[config.mk]
export PLATFORM = sky130hd
export DESIGN_NAME = hamming15_link
export DESIGN_NICKNAME = d
export VERILOG_FILES = /design/src/rtl/hamming15_link.sv
export SDC_FILE = /design/constraint.sdc
export NUM_CORES = 1
export LEC_CHECK = 0
export ABC_AREA = 1
export CAP_MARGIN = 15
export CORE_MARGIN = 1
export CORE_UTILIZATION = 40
export DETAILED_ROUTE_END_ITERATION = 8
export PLACE_DENSITY_LB_ADDON = 0.25
export SYNTH_ARGS = -nofsm -noshare
export SYNTH_HDL_FRONTEND = slang
export SYNTH_SLANG_ARGS = --single-unit
[constraint.sdc]
create_clock -name clk -period 2.5 [get_ports clk]
set_clock_uncertainty 0.2 [all_clocks]
set_input_delay 0.5 -clock clk [delete_from_list [all_inputs] [get_ports clk]]
set_output_delay 0.5 -clock clk [all_outputs]
set_load 0.01 [all_outputs]
[src/rtl/hamming15_link.sv]
// hamming15_link: registered Hamming(15,11) single-error-correcting link.
// Stage 1 encodes an 11-bit word and optionally flips one codeword bit.
// Stage 2 computes the syndrome, corrects the flipped bit and extracts the data.
// Fixed 2-cycle latency, one word per cycle.
// Optional feature: define HAMMING_ERRCNT_EN to add a saturating 16-bit
// err_count output that counts corrected words.
module hamming15_link (
  input  logic        clk,
  input  logic        rst,
  input  logic        in_valid,
  input  logic [10:0] data_in,
  input  logic [3:0]  err_pos,
  input  logic        err_en,
  output logic        out_valid,
  output logic [10:0] data_out,
  output logic [14:0] code_out,
  output logic [3:0]  syndrome,
  output logic        corrected
`ifdef HAMMING_ERRCNT_EN
  ,
  output logic [15:0] err_count
`endif
);

  // Code bit i holds position i+1. These masks select the code bits whose
  // position has syndrome bit k set, parity bits included.
  localparam logic [14:0] SYN_MASK0 = 15'h5555;
  localparam logic [14:0] SYN_MASK1 = 15'h6666;
  localparam logic [14:0] SYN_MASK2 = 15'h7878;
  localparam logic [14:0] SYN_MASK3 = 15'h7F80;

  logic [14:0] enc_code;
  logic [14:0] flip_mask;
  logic [14:0] inj_code;

  logic        s1_valid;
  logic [14:0] s1_code;

  logic [3:0]  syn_calc;
  logic [14:0] fix_mask;
  logic [14:0] fixed_code;
  logic [10:0] data_calc;

  // Encoder: place data at the non-power-of-two positions, then compute the
  // even-parity bits at positions 1, 2, 4 and 8.
  always_comb begin
    enc_code     = '0;
    enc_code[2]  = data_in[0];
    enc_code[4]  = data_in[1];
    enc_code[5]  = data_in[2];
    enc_code[6]  = data_in[3];
    enc_code[8]  = data_in[4];
    enc_code[9]  = data_in[5];
    enc_code[10] = data_in[6];
    enc_code[11] = data_in[7];
    enc_code[12] = data_in[8];
    enc_code[13] = data_in[9];
    enc_code[14] = data_in[10];
    enc_code[0]  = data_in[0] ^ data_in[1] ^ data_in[3] ^ data_in[4] ^
                   data_in[6] ^ data_in[8] ^ data_in[10];
    enc_code[1]  = data_in[0] ^ data_in[2] ^ data_in[3] ^ data_in[5] ^
                   data_in[6] ^ data_in[9] ^ data_in[10];
    enc_code[3]  = data_in[1] ^ data_in[2] ^ data_in[3] ^ data_in[7] ^
                   data_in[8] ^ data_in[9] ^ data_in[10];
    enc_code[7]  = data_in[4] ^ data_in[5] ^ data_in[6] ^ data_in[7] ^
                   data_in[8] ^ data_in[9] ^ data_in[10];
  end

  // Error injector: a one-hot flip mask decoded from err_pos; position 0
  // matches no code bit, so it never flips anything.
  always_comb begin
    flip_mask = '0;
    for (int i = 0; i < 15; i++) begin
      flip_mask[i] = err_en && (err_pos == 4'(i + 1));
    end
    inj_code = enc_code ^ flip_mask;
  end

  // Stage-1 register: the transmitted codeword, held while no word arrives.
  always_ff @(posedge clk) begin
    if (rst) begin
      s1_valid <= 1'b0;
      s1_code  <= '0;
    end else begin
      s1_valid <= in_valid;
      if (in_valid) begin
        s1_code <= inj_code;
      end
    end
  end

  // Decoder: syndrome gives the position of a single flipped bit, which is
  // inverted back before the data bits are pulled out again.
  always_comb begin
    syn_calc[0] = ^(s1_code & SYN_MASK0);
    syn_calc[1] = ^(s1_code & SYN_MASK1);
    syn_calc[2] = ^(s1_code & SYN_MASK2);
    syn_calc[3] = ^(s1_code & SYN_MASK3);
    fix_mask = '0;
    for (int i = 0; i < 15; i++) begin
      fix_mask[i] = (syn_calc == 4'(i + 1));
    end
    fixed_code    = s1_code ^ fix_mask;
    data_calc     = '0;
    data_calc[0]  = fixed_code[2];
    data_calc[1]  = fixed_code[4];
    data_calc[2]  = fixed_code[5];
    data_calc[3]  = fixed_code[6];
    data_calc[4]  = fixed_code[8];
    data_calc[5]  = fixed_code[9];
    data_calc[6]  = fixed_code[10];
    data_calc[7]  = fixed_code[11];
    data_calc[8]  = fixed_code[12];
    data_calc[9]  = fixed_code[13];
    data_calc[10] = fixed_code[14];
  end

  // Output register: decoded results, held while the pipeline carries no word.
  always_ff @(posedge clk) begin
    if (rst) begin
      out_valid <= 1'b0;
      data_out  <= '0;
      code_out  <= '0;
      syndrome  <= '0;
      corrected <= 1'b0;
    end else begin
      out_valid <= s1_valid;
      if (s1_valid) begin
        data_out  <= data_calc;
        code_out  <= s1_code;
        syndrome  <= syn_calc;
        corrected <= (syn_calc != 4'd0);
      end
    end
  end

`ifdef HAMMING_ERRCNT_EN
  // Corrected-word counter: counts presented corrections, sticks at all-ones.
  always_ff @(posedge clk) begin
    if (rst) begin
      err_count <= '0;
    end else if (out_valid && corrected && (err_count != 16'hFFFF)) begin
      err_count <= err_count + 16'd1;
    end
  end
`endif

endmodule

==> impl_results.md <==
- Status: finished clean
- Wirelength per Cell: 11.5 um
- CP Launch Type: input port
- Synth Cell Area: 2990 um^2
- Nets: 520
- Pwr Total: 2.17 mW
- Mapped Cells: 457
- HPWL after detailed placement: 5430 um
- Pin count of the biggest net entering global routing: 26
- Post-synth top flop: dfxtp_1
- Worst-path clk slew: 0.08 ns
- Root Buffer: clkbuf_8
- Core ar.: 7210 um^2
- Unrepaired setup endpoints after global routing: no
- Most used routing layer: met2
- Yosys warns: 0
- Post-route ant nets: 0
- CTS Buf Count: 5
- GPL Wtd Cong: 0.846
- Distinct cells, synth: 27
- Final std cells w/o fill: 600
- # IOs: 51
- TNS Setup: 0 ns
- Leakage: 1.74 nW
- Synth cell count leaders: nand2_1 (139), dfxtp_1 (48), nor2_1 (46)
- Met3 Usage GRT: 2.89%
- Met2 Use GR: 33.9%
- DIE HEIGHT: 88.4 um
- Period utilization: 80.5%
- Met1 Use GR: 23.6%
- Sequential area share after synthesis: 32.2%
- Min Tclk post-route: 2.01 ns
- Row cnt: 31
- Final Max Slew Viols: 0
- CTS sink cnt: 48
- Worst hold path stage count: 2
- Crit Path Category: in2reg
- CP Capture Type: flip-flop
- Yosys top cell area share: 32.2%
- CTS tree: done
- Peak VDD IR: 0.268 mV
- Worst-Margin Slew: 0.432 ns
- Area leader, netlist: dfxtp_1
- Hold slack: 0.266 ns
- Drt first-iter violations: 112
- H-tree Lvls: 2
- Top achievable clock speed: 497 MHz
- Initial Utilization: 41.4%
- Syn Area/Cell: 6.53 um^2
- Util after Layout: 51.4%
- Post-Route WL: 6880 um
- Filler cells: 761
- Slew HR: 71.2%
- Share of cells above drive strength 1: 10.8%
- Post-CTS Setup Inserts: 0
- CP max FO: 4
- Reg2Reg Depth: 11
- Top-count cell post-synth: nand2_1
- I/O Buffers: 50
- Placed inst area: 3580 um^2
- Hold Path Class: reg2reg
- R2r endpoint: data_out[8]
- MaxCap Viol Count: 0
- P&R area growth vs syn: 24.3%
- Final setup fails: 0
- Worst-Skew Late Latency: 0.30 ns
- DP Worst Slack: 0.199 ns
- Largest cells by area after synthesis: dfxtp_1 (32%), nand2_1 (17%), nor2_1 (5.8%)
- Diode count: 0
- Setup ws final: 0.487 ns
- Via count: 2846
- Critical Path RT: 2.54 ns
- Cts hold-fix bufs: 0
- GRT overflow: 0
- DR pass1 iterations: 4
- Hold EP: code_out[8]
- Fin. Hold Viols: 0
- GRT Total Usage: 18.8%
- Post-route cell area: 3710 um^2
- Ys async rst share: 0%
- Post-CTS sizing: 0
- Die width: 88.4 um
- DR vias/cell: 4.74
- Critical Path AT: 2.06 ns
- Hold path start: code_out[8]
- Global-route wire length before repair: 11500 um
- DRC: 0
- Syn Nets: 476
- Placed insts: 593
- Vias in the first global route: 2570
- EDFF count, synth: 0
- PD cells: 584 nW/um^2
- Initial antenna violation count: 0
- Critical R2R Launch: s1_code[10]
- DIE AREA: 7810 um^2
- Flop-to-flop setup slack: 0.54 ns
- Seq cells post-synth: 48
- Deepest clock path buffer count: 2
-- cells by family after synthesis --
family	share of synthesized area, %
buf+inv	9.47
simple gates	37.0
xor+xnor	10.6
compound gates	10.8
flops	32.2
-- power breakdown --
group | switching [mW] | total (mW) | internal, mW
Clock | 0.254 | 0.648 | 0.394
Sequential | 0.0544 | 0.869 | 0.815
Combinational | 0.387 | 0.652 | 0.265
Total | 0.696 | 2.17 | 1.47
-- critical path, cell delays in order --
cell             delay, ns
clkdlybuf4s50_1       0.51
xnor2_1               0.31
xor2_1                0.29
xor2_1                0.17
o21ai_0               0.11
nand3_1               0.09
nand2_1               0.05
inv_1                 0.04
-- worst max-delay path by stage --
stage | from | endpoint | slack, ns | cells past startpoint
detailed placement | data_in[10] | s1_code[1] | 0.20 | 8
CTS | data_in[10] | s1_code[3] | 0.51 | 8
global placement | data_in[9] | s1_code[7] | 0.23 | 7
floorplan | data_in[10] | s1_code[1] | 0.84 | 7
finish | data_in[10] | s1_code[3] | 0.49 | 8
global route | s1_code[10] | data_out[3] | 0.30 | 13
-- routing by layer --
metal | up-vias | share of wire (%) | routed length [um]
li1 | 1505 | - | -
met1 | 1282 | 47 | 3240
met2 | 53 | 49 | 3350
met3 | 6 | 3.6 | 245
met4 | 0 | 0.64 | 44
met5 | - | 0 | 0
-- placed cells by master (no fill, tap or decap) --
master / synthesis / final
clkbuf_8: 0 / 5
o221ai_1: 4 / 4
a21oi_1: 28 / 28
nor3_1: 5 / 5
nand2_2: 11 / 11
xnor2_1: 17 / 17
or2_2: 1 / 1
dfxtp_1: 48 / 48
buf_12: 0 / 1
nor2_1: 46 / 46
nand3_1: 20 / 20
nand2_4: 7 / 7
nand2_1: 139 / 139
nor2_2: 4 / 4
nor2_4: 2 / 2
inv_2: 8 / 8
bufinv_16: 0 / 2
clkinv_1: 1 / 1
buf_4: 0 / 4
inv_1: 44 / 44
a21oi_2: 1 / 1
o21ai_0: 20 / 20
xor2_1: 19 / 19
nand3_2: 6 / 6
clkdlybuf4s50_1: 0 / 50
o211ai_1: 5 / 5
inv_4: 1 / 1
nand4_1: 1 / 1
nand3_4: 1 / 1
-- area by class of cell --
cell class,count,area (um^2),share of cell area (%)
inverter,54,205,5.53
timing repair buffer,55,551,14.8
clock inverter,2,60.1,1.62
tap,99,124,3.34
sequential,48,961,25.9
clock buffer,5,68.8,1.85
multi-input combinational,337,1740,46.9
-- sequential cells by signal, indices dropped and copies added, names as in the netlist --
| signal | flops |
|---|---|
| out_valid | 1 |
| s1_valid | 1 |
| corrected | 1 |
| s1_code | 15 |
| code_out | 15 |
| syndrome | 4 |
| data_out | 11 |
Note: power is estimated with default switching activity, not from simulation.
